===== src/rtl/arcade_input_ctrl.sv =====
// Arcade control front end: PS/2 key latches merged with two joypads into
// per-player csjudlr words, plus a start-triggered coin pulse with lockout.
module arcade_input_ctrl #(
    parameter int COIN_LEN = 1200000,
    parameter int GAP_LEN  = 1200000,
    parameter int CW       = 21
) (
    input  logic        clk_sys,
    input  logic        reset_n,
    input  logic [10:0] ps2_key,
    input  logic [15:0] joystick_0,
    input  logic [15:0] joystick_1,
    input  logic        horz,
    output logic [6:0]  p1_csjudlr,
    output logic [6:0]  p2_csjudlr,
    output logic        coin_busy
);

    // state | meaning
    // IDLE  | waiting for a rising edge of start1|start2
    // COIN  | coin bit high, counter runs COIN_LEN cycles
    // GAP   | coin lockout, counter runs GAP_LEN cycles, start edges ignored
    typedef enum logic [1:0] {
        S_IDLE = 2'd0,
        S_COIN = 2'd1,
        S_GAP  = 2'd2
    } coin_state_t;

    localparam logic [CW-1:0] COIN_LOAD = CW'(COIN_LEN - 1);
    localparam logic [CW-1:0] GAP_LOAD  = CW'(GAP_LEN - 1);

    logic       tog_q;
    logic       armed_q;
    logic       key_event;
    logic       key_pressed;
    logic       key_ext;
    logic [7:0] key_code;

    logic k_up_q, k_down_q, k_left_q, k_right_q, k_fire_q, k_one_q, k_two_q;
    logic k_up_d, k_down_d, k_left_d, k_right_d, k_fire_d, k_one_d, k_two_d;

    logic [15:0] joy;
    logic [8:0]  unused_joy_hi;
    logic        up_c, down_c, left_c, right_c, fire_c, start1_c, start2_c;
    logic        up_q, down_q, left_q, right_q, fire_q, start1_q, start2_q;

    coin_state_t    state_q, state_d;
    logic [CW-1:0]  cnt_q, cnt_d;
    logic           start_any;
    logic           start_q;
    logic           start_rise;
    logic           coin;

    assign key_pressed = ps2_key[9];
    assign key_ext     = ps2_key[8];
    assign key_code    = ps2_key[7:0];

    // The first edge after reset only captures the strobe level, so a
    // strobe already high at release is not taken as a key event.
    assign key_event = armed_q & (ps2_key[10] ^ tog_q);

    always_ff @(posedge clk_sys or negedge reset_n) begin
        if (!reset_n) begin
            tog_q   <= 1'b0;
            armed_q <= 1'b0;
        end else begin
            tog_q   <= ps2_key[10];
            armed_q <= 1'b1;
        end
    end

    always_comb begin
        k_up_d    = k_up_q;
        k_down_d  = k_down_q;
        k_left_d  = k_left_q;
        k_right_d = k_right_q;
        k_fire_d  = k_fire_q;
        k_one_d   = k_one_q;
        k_two_d   = k_two_q;
        if (key_event) begin
            case (key_code)
                8'h75: k_up_d    = key_pressed;
                8'h72: k_down_d  = key_pressed;
                8'h6B: k_left_d  = key_pressed;
                8'h74: k_right_d = key_pressed;
                8'h29, 8'h14: if (!key_ext) k_fire_d = key_pressed;
                8'h05: if (!key_ext) k_one_d = key_pressed;
                8'h06: if (!key_ext) k_two_d = key_pressed;
                default: ;
            endcase
        end
    end

    always_ff @(posedge clk_sys or negedge reset_n) begin
        if (!reset_n) begin
            k_up_q    <= 1'b0;
            k_down_q  <= 1'b0;
            k_left_q  <= 1'b0;
            k_right_q <= 1'b0;
            k_fire_q  <= 1'b0;
            k_one_q   <= 1'b0;
            k_two_q   <= 1'b0;
        end else begin
            k_up_q    <= k_up_d;
            k_down_q  <= k_down_d;
            k_left_q  <= k_left_d;
            k_right_q <= k_right_d;
            k_fire_q  <= k_fire_d;
            k_one_q   <= k_one_d;
            k_two_q   <= k_two_d;
        end
    end

    assign joy           = joystick_0 | joystick_1;
    assign unused_joy_hi = joy[15:7];

    // Horizontal cabinets rotate the stick a quarter turn.
    always_comb begin
        if (horz) begin
            up_c    = k_left_q  | joy[1];
            down_c  = k_right_q | joy[0];
            left_c  = k_down_q  | joy[2];
            right_c = k_up_q    | joy[3];
        end else begin
            up_c    = k_up_q    | joy[3];
            down_c  = k_down_q  | joy[2];
            left_c  = k_left_q  | joy[1];
            right_c = k_right_q | joy[0];
        end
        fire_c   = k_fire_q | joy[4];
        start1_c = k_one_q  | joy[5];
        start2_c = k_two_q  | joy[6];
    end

    always_ff @(posedge clk_sys or negedge reset_n) begin
        if (!reset_n) begin
            up_q     <= 1'b0;
            down_q   <= 1'b0;
            left_q   <= 1'b0;
            right_q  <= 1'b0;
            fire_q   <= 1'b0;
            start1_q <= 1'b0;
            start2_q <= 1'b0;
        end else begin
            up_q     <= up_c;
            down_q   <= down_c;
            left_q   <= left_c;
            right_q  <= right_c;
            fire_q   <= fire_c;
            start1_q <= start1_c;
            start2_q <= start2_c;
        end
    end

    // Edge detect on the merged start so coin and start appear together.
    assign start_any  = start1_c | start2_c;
    assign start_rise = start_any & ~start_q;

    always_comb begin
        state_d = state_q;
        cnt_d   = cnt_q;
        case (state_q)
            S_IDLE: begin
                if (start_rise) begin
                    state_d = S_COIN;
                    cnt_d   = COIN_LOAD;
                end
            end
            S_COIN: begin
                if (cnt_q == '0) begin
                    state_d = S_GAP;
                    cnt_d   = GAP_LOAD;
                end else begin
                    cnt_d = cnt_q - CW'(1);
                end
            end
            S_GAP: begin
                if (cnt_q == '0) begin
                    state_d = S_IDLE;
                end else begin
                    cnt_d = cnt_q - CW'(1);
                end
            end
            default: begin
                state_d = S_IDLE;
                cnt_d   = '0;
            end
        endcase
    end

    always_ff @(posedge clk_sys or negedge reset_n) begin
        if (!reset_n) begin
            state_q <= S_IDLE;
            cnt_q   <= '0;
            start_q <= 1'b0;
        end else begin
            state_q <= state_d;
            cnt_q   <= cnt_d;
            start_q <= start_any;
        end
    end

    assign coin      = (state_q == S_COIN);
    assign coin_busy = (state_q != S_IDLE);

    assign p1_csjudlr = {coin, start1_q, fire_q, 2'b00, left_q, right_q};
    assign p2_csjudlr = {1'b0, start2_q, fire_q, 2'b00, down_q, up_q};

endmodule


===== config.mk =====
export PLATFORM = sky130hd
export DESIGN_NAME = arcade_input_ctrl
export DESIGN_NICKNAME = d
export VERILOG_FILES = /design/src/rtl/arcade_input_ctrl.sv
export SDC_FILE = /design/constraint.sdc
export NUM_CORES = 1
export LEC_CHECK = 0
export CORE_MARGIN = 1.5
export CORE_UTILIZATION = 40
export CTS_CLUSTER_SIZE = 14
export DETAILED_ROUTE_END_ITERATION = 8
export GPL_TIMING_DRIVEN = 1
export HOLD_SLACK_MARGIN = 0.08
export PLACE_DENSITY_LB_ADDON = 0.08
export SLEW_MARGIN = 20
export SYNTH_ARGS = -nofsm -noshare
export SYNTH_HDL_FRONTEND = slang
export SYNTH_SLANG_ARGS = --single-unit

===== constraint.sdc =====
create_clock -name clk_sys -period 2.2 [get_ports clk_sys]
set_input_delay 0.44 -clock clk_sys [delete_from_list [all_inputs] [get_ports clk_sys]]
set_output_delay 0.44 -clock clk_sys [all_outputs]
set_load 0.01 [all_outputs]

# Word-level counts from Yosys, hierarchy flattened
# Index checks and enable logic that the tools add are counted.
word_totals:
  regBits: 40
  latch_bits: 0
  ramBits: 0
  romBits: 0
  n_memories: 0
classes:
  n_addsub: 1
  multipliers: 0
  div_mod_pow: 0
  magnitude_cmp: 0
  eq_ne: 14
  shifts: 0
  n_mux: 12
  bitwise: 14
  n_reduce_logical: 13
op_table:
  columns: ["cell", "n"]
  rows:
  - ["two-way mux 21 bit", 3]
  - ["one-hot mux 21 bit (3 select lines)", 1]
  - ["== test 8 x 7 -> 1 bit (second input constant)", 4]
  - ["zero test 21 bit", 1]
  - ["subtractor 21 x 1 -> 21 bit (second input constant)", 1]
  - ["== test 8 x 3 -> 1 bit (second input constant)", 2]
  - ["AND reduction 3 bit", 4]
  - ["AND reduction 2 bit", 5]
  - ["== test 8 x 5 -> 1 bit (second input constant)", 1]
  - ["== test 8 x 6 -> 1 bit (second input constant)", 1]
  - ["bitwise OR 1 bit", 8]
  - ["bitwise OR 7 bit", 1]
  - ["two-way mux 2 bit", 3]
  - ["!= test 2 bit (second input constant)", 3]
  - ["one-hot mux 2 bit (3 select lines)", 1]
  - ["two-way mux 1 bit", 4]
  - ["AND 1 bit", 2]
  - ["== test 2 x 1 -> 1 bit (second input constant)", 1]
  - ["== test 2 bit (second input constant)", 1]
  - ["zero test 2 bit", 1]
  - ["!= test 2 x 1 -> 1 bit (second input constant)", 1]
  - ["NOT 1 bit", 2]
  - ["nonzero test 2 bit", 1]
  - ["OR reduction 2 bit", 1]
  - ["bitwise XOR 1 bit", 1]

# Logic depth before layout (Yosys ltp)
# Gate-level depths: netlist of the first run.
logic_depth:
  depth_word: 6
  ltp_mapped: 8
  ltp_nobuf: 7

# Worst setup path before layout of the first run
# No wires, ideal clock.
synth_path:
  path_kind: "register to register"
  start: "register cnt_q[0]"
  end: "register cnt_q[7]"
  setup_time_ns: 0.074
  t_arrival_ns: 1.819
  path_slack_ns: 0.307
  stages_incl_launch_ff: 9
  path_buffers: 1
  period_less_slack_ns: 1.893
  path_cell_list: "dfrtp_1 inv_1 ha_1 nor3b_1 nand4_2 o32ai_4 buf_6 o31ai_1 a21oi_2"
synth_between:
  elab_chain_len: 3
synth_lines:
  columns: ["item", "line_no", "source"]
  rows:
  - ["start: declaration", "48", "logic [CW-1:0] cnt_q, cnt_d;"]
  - ["start signal: assignment", "198", "cnt_q <= cnt_d;"]
  - ["subtractor 21 x 1 -> 21 bit / zero test 21 bit (equally long branches)", null, null]
  - ["two-way mux 21 bit, or another cell as far along", "178", "if (cnt_q == '0) begin"]
  - ["one-hot mux 21 bit (3 select lines) / AND reduction 2 bit (equally long branches)", null, null]
# Parallel ways exist; a longest one is shown, timed or not. The select of a mux whose other input is x is not followed.
# A chain may end at the register's enable or synchronous reset.

# Final worst setup path of the first run
layout_path:
  start: "register state_q[0]"
  end: "output port coin_busy"
layout_between:
  elab_chain_len: 1
layout_lines:
  columns: ["item", "line_no", "source"]
  rows:
  - ["start: declaration", "47", "coin_state_t state_q, state_d;"]
  - ["start signal: assignment", "197", "state_q <= state_d;"]
  - ["nonzero test 2 bit", "204", "assign coin_busy = (state_q != S_IDLE);"]
  - ["end: declaration", "16", "output logic coin_busy"]
# No other way between the ends.

==> results of run 1 <==
## repair_timing
item	4_1_cts	5_1_grt
endpoints found under the setup margin	0	17
setup buffers	0	1
resized for setup	0	10
## logic make-up (layout without fill, tap and decap cells)
family	Yosys count	in the layout
flip-flops	40	40
XOR/XNOR	4	4
multiplexers	13	13
adder cells (fa/ha/maj)	2	2
other	2	6
buffers and inverters	29	93
AND/OR/NAND/NOR	111	111
AO/OA/AOI/OAI	56	57
## cell usage in the layout, fill, tap and decap left out, drive strengths merged, types with 6 or more instances in the layout
master         count
nand3              8
mux2i              6
clkdlybuf4s50     36
mux2               7
buf               41
a21oi             13
nor2              16
o21ai             14
conb               6
or3                6
nor4               9
inv                9
nand2             22
dfrtp             40
nor3              15
## critical path, cell delays in order (launching register included)
cell and delay, ns:
dfrtp_1 0.47, or2_4 0.35, clkdlybuf4s50_1 0.49
## layout make-up
type | count | area, um2
fill | 537 | 2660
multi-input combinational | 193 | 1320
sequential | 40 | 1000
timing repair buffer | 77 | 669
tap | 75 | 93.8
clock buffer | 5 | 68.8
clock inverter | 3 | 46.3
inverter | 8 | 30.0
## how the worst min path moves through the flow
stage | endpoint | slack (ns) | cells after the start | start
CTS | right_q$_DFF_PN0_ | 0.24 | 1 | reset_n
global route | right_q$_DFF_PN0_ | 0.27 | 1 | reset_n
floorplan | armed_q$_DFF_PN0_ | 0.14 | 0 | reset_n
global placement | fire_q$_DFF_PN0_ | 0.46 | 1 | k_fire_q$_DFFE_PN0P_
detailed placement | fire_q$_DFF_PN0_ | 0.46 | 1 | k_fire_q$_DFFE_PN0P_
finish | right_q$_DFF_PN0_ | 0.20 | 1 | reset_n
## routing by layer
layer  up-vias  track usage (%)
met5         -                0
met4         0             6.55
met3        21             4.38
met2        62             30.2
met1      1013             29.8
li1       1067                -
## power by group through the flow
| stage | sequential (mW) | combinational (mW) | clock [mW] |
|---|---|---|---|
| final | 0.995 | 0.752 | 0.629 |
| after global routing | 1.03 | 0.849 | 0.689 |
| after CTS | 0.994 | 0.735 | 0.645 |
| after detailed placement | 1.01 | 0.732 | 0 |
| after global placement | 1.01 | 0.725 | 0 |
| after floorplan | 1.00 | 0.407 | 0 |
==> flow_metrics.env, run 1 <==
export IMPL_status="complete, no violations"
export IMPL_required_ns=1.76
export IMPL_final_util_pct=54.8
export IMPL_grt_pass1_wl_mm=10.3
export IMPL_wl_per_cell_um=15.3
export IMPL_worst_ir_drop_vdd_v=0.000560
export IMPL_crit_type="reg2out"
export IMPL_dpl_worst_slack_ns=-0.286
export IMPL_syn_avg_cell_area_um2=9.43
export IMPL_synth_most_common_cell="dfrtp_1"
export IMPL_die_h_um=80.8
export IMPL_top_regs="cnt_q: 21 flops, state_q: 2 flops"
export IMPL_combPwrFrac_pct=31.6
export IMPL_crit_end="coin_busy"
export IMPL_synthAdderAreaFrac_pct=1.03
export IMPL_nets=373
export IMPL_yosys_top_cells_area="dfrtp_1 41%, buf_4 4.3%, mux2_2 3.3%"
export IMPL_cts_tree="done"
export IMPL_tightest_slew_ns=0.767
export IMPL_swShare_pct=33.1
export IMPL_cp_max_fo=8
export IMPL_synth_compound_area_share_pct=15.9
export IMPL_design_area_um2=3220
export IMPL_synth_top_family_by_area="simple AND/OR/NAND/NOR gates"
export IMPL_cts_hold_fix_buffers=0
export IMPL_p_total_mw=2.38
export IMPL_place_area_um2=3050
export IMPL_cap_violations=0
export IMPL_drtIter0Drc=142
export IMPL_rows=28
export IMPL_yosysWarningCount=0
export IMPL_gp_congestion=0.834
export IMPL_hpwl_mm=4.56
export IMPL_drc=0
export IMPL_slew_violations=0
export IMPL_antenna_found_initial=0
export IMPL_drt_met1_wl_mm=3.04
export IMPL_yosys_area_top_type="dfrtp_1"
export IMPL_ys_seq_elements=40
export IMPL_io_pin_count=61
export IMPL_leakagePower_nw=1.31
export IMPL_routed_wl_mm=6.12
export IMPL_grt_max_degree=35
export IMPL_setup_viol=0
export IMPL_timing_fmax_ghz=0.486
export IMPL_route_met2_wl_mm=2.70
export IMPL_pwr_share_clk_pct=26.5
export IMPL_grt_use_total_pct=20.5
export IMPL_wl_met3_um=242
export IMPL_fin_crit_ns=2.06
export IMPL_clk_latency_ns=0.30
export IMPL_clkSlewWorstSetupHoldPaths_ns=0.08
export IMPL_cp_startpoint="state_q[0]$_DFFE_PN0P_"
export IMPL_diodes=0
export IMPL_fin_ws_ns=0.144
export IMPL_reg2regPathDepth=7
export IMPL_crit_arrival_ns=1.62
export IMPL_grt_pass1_vias=2085
export IMPL_viasPerCell=5.39
export IMPL_synthToLayoutAreaGrowth_pct=33.1
export IMPL_instances_no_fill=401
export IMPL_fp_dieW_um=80.8
export IMPL_end_kind="primary output"
export IMPL_min_path_type="in2async"
export IMPL_die_area_um2=6530
export IMPL_synthXorXnorAreaFrac_pct=1.45
export IMPL_ctsHtreeMaxLevel=2
export IMPL_cts_buffer_depth=2
export IMPL_cts_buffers=5
export IMPL_io_buffers=37
export IMPL_ys_seq_area_share_pct=41.3
export IMPL_drive_gt1_share_pct=25.5
export IMPL_rsz0062_at_grt="false"
export IMPL_clkSinkCount=40
export IMPL_hold_ws_ns=0.205
export IMPL_place_inst=391
export IMPL_ant_nets=0
export IMPL_synth_area_um2=2420
export IMPL_synth_main_ff_cell="dfrtp_1"
export IMPL_synth_simple_area_share_pct=27.2
export IMPL_r2r_end="cnt_q[5]$_DFFE_PN0P_"
export IMPL_switching_power_mw=0.786
export IMPL_coreArea_um2=5890
export IMPL_finClkSkew_ns=0.00764
export IMPL_p_int_mw=1.59
export IMPL_synth_distinct_cells=54
export IMPL_netlist_area_leader_share_pct=41.3
export IMPL_synth_mux_area_share_pct=5.73
export IMPL_hold_viol_final=0
export IMPL_initial_core_util_pct=41.2
export IMPL_first_pass_iters=4
export IMPL_routed_top_layer="met4"
export IMPL_timing_rr_start="cnt_q[5]$_DFFE_PN0P_"
export IMPL_synthCells=257
export IMPL_setup_tns_ns=0
export IMPL_via_count=2163
export IMPL_timing_slew_headroom_pct=48.9
export IMPL_start_kind="register"
export IMPL_async_flop_share_pct=100
export IMPL_root_buffer="clkbuf_8"
export IMPL_min_period_over_period_pct=93.4
export IMPL_synth_edf_count=0
export IMPL_max_flop_register="cnt_q"
export IMPL_synthTopCellsByCount="40 x dfrtp_1, 21 x nand2_1, 15 x nor3_1"
export IMPL_power_per_cell_area_nw_per_um2=737
export IMPL_overflow=0
export IMPL_largest_register_ffs=21
export IMPL_p_seq_share_pct=41.9
export IMPL_reg2reg_slack_ns=0.15
No activity file was read; power rests on OpenSTA's default activity.
==> run 2: changes to the inputs <==
Settings changed: GPL_TIMING_DRIVEN 1 to 0.
==> flow_metrics.env, run 2 (synthesized netlist as in run 1, its figures left out) <==
export IMPL_status="complete, no violations"
export IMPL_gp_congestion=0.836
export IMPL_io_buffers=36
export IMPL_clk_latency_ns=0.30
export IMPL_reg2reg_slack_ns=0.12
export IMPL_place_inst=373
export IMPL_max_flop_register="cnt_q"
export IMPL_io_pin_count=61
export IMPL_leakagePower_nw=1.23
export IMPL_cts_tree="done"
export IMPL_tightest_slew_ns=0.523
export IMPL_cts_buffers=5
export IMPL_overflow=0
export IMPL_timing_fmax_ghz=0.475
export IMPL_grt_use_total_pct=19.5
export IMPL_hpwl_mm=4.40
export IMPL_min_period_over_period_pct=95.6
export IMPL_ctsHtreeMaxLevel=2
export IMPL_top_regs="cnt_q: 21 flops, state_q: 2 flops"
export IMPL_viasPerCell=5.41
export IMPL_min_path_type="in2async"
export IMPL_first_pass_iters=4
export IMPL_instances_no_fill=381
export IMPL_fillers=540
export IMPL_grt_pass1_vias=1929
export IMPL_required_ns=1.76
export IMPL_hold_viol_final=0
export IMPL_setup_viol=0
export IMPL_cts_buffer_depth=2
export IMPL_drive_gt1_share_pct=21.6
export IMPL_largest_register_ffs=21
export IMPL_cp_max_fo=10
export IMPL_end_kind="primary output"
export IMPL_slew_violations=0
export IMPL_finClkSkew_ns=0.00762
export IMPL_coreArea_um2=5890
export IMPL_crit_type="reg2out"
export IMPL_via_count=2062
export IMPL_place_area_um2=2910
export IMPL_fin_crit_ns=2.10
export IMPL_ant_nets=0
export IMPL_worst_ir_drop_vdd_v=0.000442
export IMPL_die_h_um=80.8
export IMPL_grt_pass1_wl_mm=9.80
export IMPL_drtIter0Drc=161
export IMPL_clkSlewWorstSetupHoldPaths_ns=0.09
export IMPL_diodes=0
export IMPL_grt_max_degree=22
export IMPL_clkSinkCount=40
export IMPL_start_kind="register"
export IMPL_crit_arrival_ns=1.66
export IMPL_wl_per_cell_um=15.2
export IMPL_die_area_um2=6530
export IMPL_final_util_pct=53.0
export IMPL_design_area_um2=3120
export IMPL_power_per_cell_area_nw_per_um2=734
export IMPL_routed_wl_mm=5.80
export IMPL_mostFrequentLayoutCells="39 x dfrtp_1, 35 x clkdlybuf4s50_1, 20 x nand2_1, 15 x buf_4"
export IMPL_initial_core_util_pct=41.2
export IMPL_synthToLayoutAreaGrowth_pct=28.8
export IMPL_nets=353
export IMPL_fp_dieW_um=80.8
export IMPL_antenna_found_initial=0
export IMPL_cap_violations=0
export IMPL_timing_slew_headroom_pct=64.9
export IMPL_root_buffer="clkbuf_8"
export IMPL_rows=28
export IMPL_layout_commonest_cell="dfrtp_1"
export IMPL_drc=0
export IMPL_rsz0062_at_grt="false"
==> run 2: report_power, final <==
group          total [mW]  switching [mW]  internal (mW)
logic               0.609           0.290          0.319
registers            1.07           0.220          0.853
clock network       0.607           0.272          0.336
total                2.29           0.781           1.51
==> run 2: path summary, 6_finish.rpt <==
kind | startpoint | to | cells after the start
setup / recovery | state_q[0]$_DFFE_PN0P_ | p1_csjudlr[6] | 4
hold / removal | reset_n | right_q$_DFF_PN0_ | 1
setup reg to reg | cnt_q[0]$_DFFE_PN0P_ | cnt_q[18]$_DFFE_PN0P_ | 8
hold reg to reg | k_fire_q$_DFFE_PN0P_ | fire_q$_DFF_PN0_ | 1
max in group asynchronous | reset_n | state_q[0]$_DFFE_PN0P_ | 2
min in group clk_sys | horz | right_q$_DFF_PN0_ | 2
==> run 2: final cells by class <==
type	instances	area (um2)	share of cell area, %
sequential	40	1000	32.1
inverter	8	30.0	0.962
buffer	20	151	4.85
timing repair buffer	38	390	12.5
clock inverter	3	42.5	1.36
multi-input combinational	192	1340	43.0
clock buffer	5	68.8	2.21
tap	75	93.8	3.01
==> run 2: per-layer routing <==
layer	global-route usage [%]	routed length [um]	part of all wire [%]
met3	3.48	214	3.7
met4	4.48	45	0.78
met5	0	0	0
met1	28.9	2820	49
met2	29.4	2720	47
==> run 2: critical path: stages, from the launching register on <==
cell and delay (ns):
dfrtp_2 0.41, clkbuf_8 0.17, nor2b_2 0.16, buf_4 0.11, clkdlybuf4s50_1 0.52
==> run 2: stage by stage <==
stage	setup slack (ns)	hold WS, ns	power [mW]	setup TNS (ns)
after floorplan	0.307	0.144	1.41	0
after detailed placement	-0.362	0.447	1.63	-4.58
after CTS	0.0124	0.137	2.25	0
after global routing	0.0135	0.155	2.45	0
after global placement	-0.410	0.465	1.61	-20.93
final	0.0967	0.116	2.29	0
==> run 2: repair_timing <==
action,CTS,global route
pin swaps,0,1
setup endpoints to repair,16,19
hold buffers,0,0
setup buffers,0,1
gates resized for setup,6,15
gates cloned,0,0
==> run 3: changes to the inputs <==
Settings changed: REMOVE_ABC_BUFFERS set to 1.
==> flow_metrics.env, run 3 (synthesized netlist as in run 1, its figures left out) <==
export IMPL_io_pin_count=61
export IMPL_gp_congestion=0.801
export IMPL_reg2reg_slack_ns=0.15
export IMPL_ctsHtreeMaxLevel=2
export IMPL_grt_use_total_pct=19.5
export IMPL_ant_nets=0
export IMPL_initial_core_util_pct=41.2
export IMPL_timing_rr_start="cnt_q[1]$_DFFE_PN0P_"
export IMPL_r2r_end="cnt_q[7]$_DFFE_PN0P_"
export IMPL_cts_tree="done"
export IMPL_setup_viol=0
export IMPL_overflow=0
export IMPL_top_regs="cnt_q: 21 flops, state_q: 2 flops"
export IMPL_setup_tns_ns=0
export IMPL_pwr_share_clk_pct=26.2
export IMPL_fin_crit_ns=2.08
export IMPL_place_area_um2=2780
export IMPL_cp_slowest_stage_delay_ns=0.51
export IMPL_drive_gt1_share_pct=18.6
export IMPL_drc=0
export IMPL_fp_dieW_um=80.8
export IMPL_nets=342
export IMPL_fillers=545
export IMPL_power_per_cell_area_nw_per_um2=749
export IMPL_first_pass_iters=4
export IMPL_path_cells="or2_4 > clkdlybuf4s50_1"
export IMPL_p_total_mw=2.29
export IMPL_cts_buffer_depth=2
export IMPL_status="complete, no violations"
export IMPL_grt_pass1_vias=1929
export IMPL_drtIter0Drc=83
export IMPL_coreArea_um2=5890
export IMPL_end_kind="primary output"
export IMPL_timing_fmax_ghz=0.481
export IMPL_reg2regPathDepth=8
export IMPL_dpl_worst_slack_ns=-0.349
export IMPL_wl_per_cell_um=15.9
export IMPL_p_int_mw=1.50
export IMPL_worst_ir_drop_vdd_v=0.000534
export IMPL_mostFrequentLayoutCells="37 x dfrtp_1, 36 x clkdlybuf4s50_1, 20 x nand2_1, 14 x nor3_1, 14 x nor2_1"
export IMPL_min_period_over_period_pct=94.5
export IMPL_die_h_um=80.8
export IMPL_clkSinkCount=40
export IMPL_die_area_um2=6530
export IMPL_root_buffer="clkbuf_8"
export IMPL_cts_buffers=5
export IMPL_required_ns=1.76
export IMPL_start_kind="register"
export IMPL_switching_power_mw=0.789
export IMPL_max_flop_register="cnt_q"
export IMPL_synthToLayoutAreaGrowth_pct=26.2
export IMPL_slew_violations=0
export IMPL_io_buffers=37
export IMPL_largest_register_ffs=21
export IMPL_min_path_cells=1
export IMPL_fin_ws_ns=0.122
export IMPL_swShare_pct=34.5
export IMPL_finClkSkew_ns=0.00520
export IMPL_worstHoldEndpoint="fire_q$_DFF_PN0_"
export IMPL_hold_start="k_fire_q$_DFFE_PN0P_"
export IMPL_via_count=2047
export IMPL_clk_latency_ns=0.29
export IMPL_leakagePower_nw=1.18
export IMPL_grt_pass1_wl_mm=9.74
export IMPL_routed_wl_mm=5.90
export IMPL_rows=28
export IMPL_crit_arrival_ns=1.64
export IMPL_rsz0062_at_grt="false"
export IMPL_crit_type="reg2out"
export IMPL_timing_slew_headroom_pct=65.6
export IMPL_combPwrFrac_pct=26.2
export IMPL_layout_commonest_cell="dfrtp_1"
export IMPL_hold_viol_final=0
export IMPL_cp_max_fo=15
export IMPL_cap_violations=0
export IMPL_grt_max_degree=26
export IMPL_diodes=0
export IMPL_min_path_type="reg2reg"
export IMPL_viasPerCell=5.53
export IMPL_hpwl_mm=4.20
export IMPL_design_area_um2=3060
export IMPL_p_seq_share_pct=47.5
export IMPL_clkSlewWorstSetupHoldPaths_ns=0.08
export IMPL_tightest_slew_ns=0.511
export IMPL_antenna_found_initial=0
export IMPL_cpMaxStageDelayCell="dfrtp_2"
-- run 3: cell types whose count changed in the layout (fill, tap and decap cells not counted), moves of 2 or more --
cell / delta
buf_2: -2
dfrtp_2: +2
buf_4: -8
dfrtp_1: -2
buf_12: +2
-- run 3: how the worst max path moves through the flow --
stage / start / end / slack (ns)
6_report: state_q[0]$_DFFE_PN0P_ / coin_busy / 0.12
5_1_grt: cnt_q[0]$_DFFE_PN0P_ / cnt_q[2]$_DFFE_PN0P_ / 0.01
4_1_cts: cnt_q[0]$_DFFE_PN0P_ / cnt_q[5]$_DFFE_PN0P_ / 0.02
3_5_place_dp: joystick_1[6] / cnt_q[4]$_DFFE_PN0P_ / -0.35
3_3_place_gp: cnt_q[0]$_DFFE_PN0P_ / cnt_q[14]$_DFFE_PN0P_ / -0.76
2_1_floorplan: cnt_q[0]$_DFFE_PN0P_ / cnt_q[6]$_DFFE_PN0P_ / -0.002
-- run 3: layer usage --
metal	part of all wire (%)	up-vias	track usage [%]
li1	-	1004	-
met3	4.4	11	4.72
met4	1.6	0	7.24
met2	47	52	29.4
met5	0	-	0
met1	47	980	27.1
-- run 3: critical path: cells and delay by family (launching register included) --
family	cells	cell delay, ns
AND/OR/NAND/NOR	1	0.34
flip-flops	1	0.51
buffers and inverters	1	0.49
-- run 3: per-stage QoR --
stage | std cells | utilization, % | hold WS [ns]
after global placement | 352 | 46.9 | 0.454
after detailed placement | 353 | 47.2 | 0.389
after floorplan | 240 | - | 0.144
after CTS | 364 | 50.1 | 0.475
after global routing | 370 | 51.9 | 0.489
final | 370 | 51.9 | 0.464
-- run 3: power groups by stage --
stage | registers [mW] | clock network (mW) | logic (mW)
after floorplan | 1.02 | 0 | 0.357
after global routing | 1.11 | 0.643 | 0.668
after CTS | 1.06 | 0.614 | 0.559
after global placement | 1.06 | 0 | 0.527
after detailed placement | 1.07 | 0 | 0.534
final | 1.09 | 0.601 | 0.600
-- run 3: repair_timing --
action	CTS	global route
gates resized for setup	6	13
hold endpoints to repair	10	0
pin swaps	1	5
setup buffers	2	6
hold buffers	1	0
endpoints found under the setup margin	19	20
-- run 3: cell type report --
| cell class | count | area (um2) | share of cell area [%] |
|---|---|---|---|
| clock inverter | 2 | 35.0 | 1.15 |
| inverter | 8 | 30.0 | 0.982 |
| clock buffer | 6 | 72.6 | 2.37 |
| tap | 75 | 93.8 | 3.07 |
| multi-input combinational | 192 | 1350 | 44.2 |
| timing repair buffer | 47 | 468 | 15.3 |
| sequential | 40 | 1000 | 32.9 |
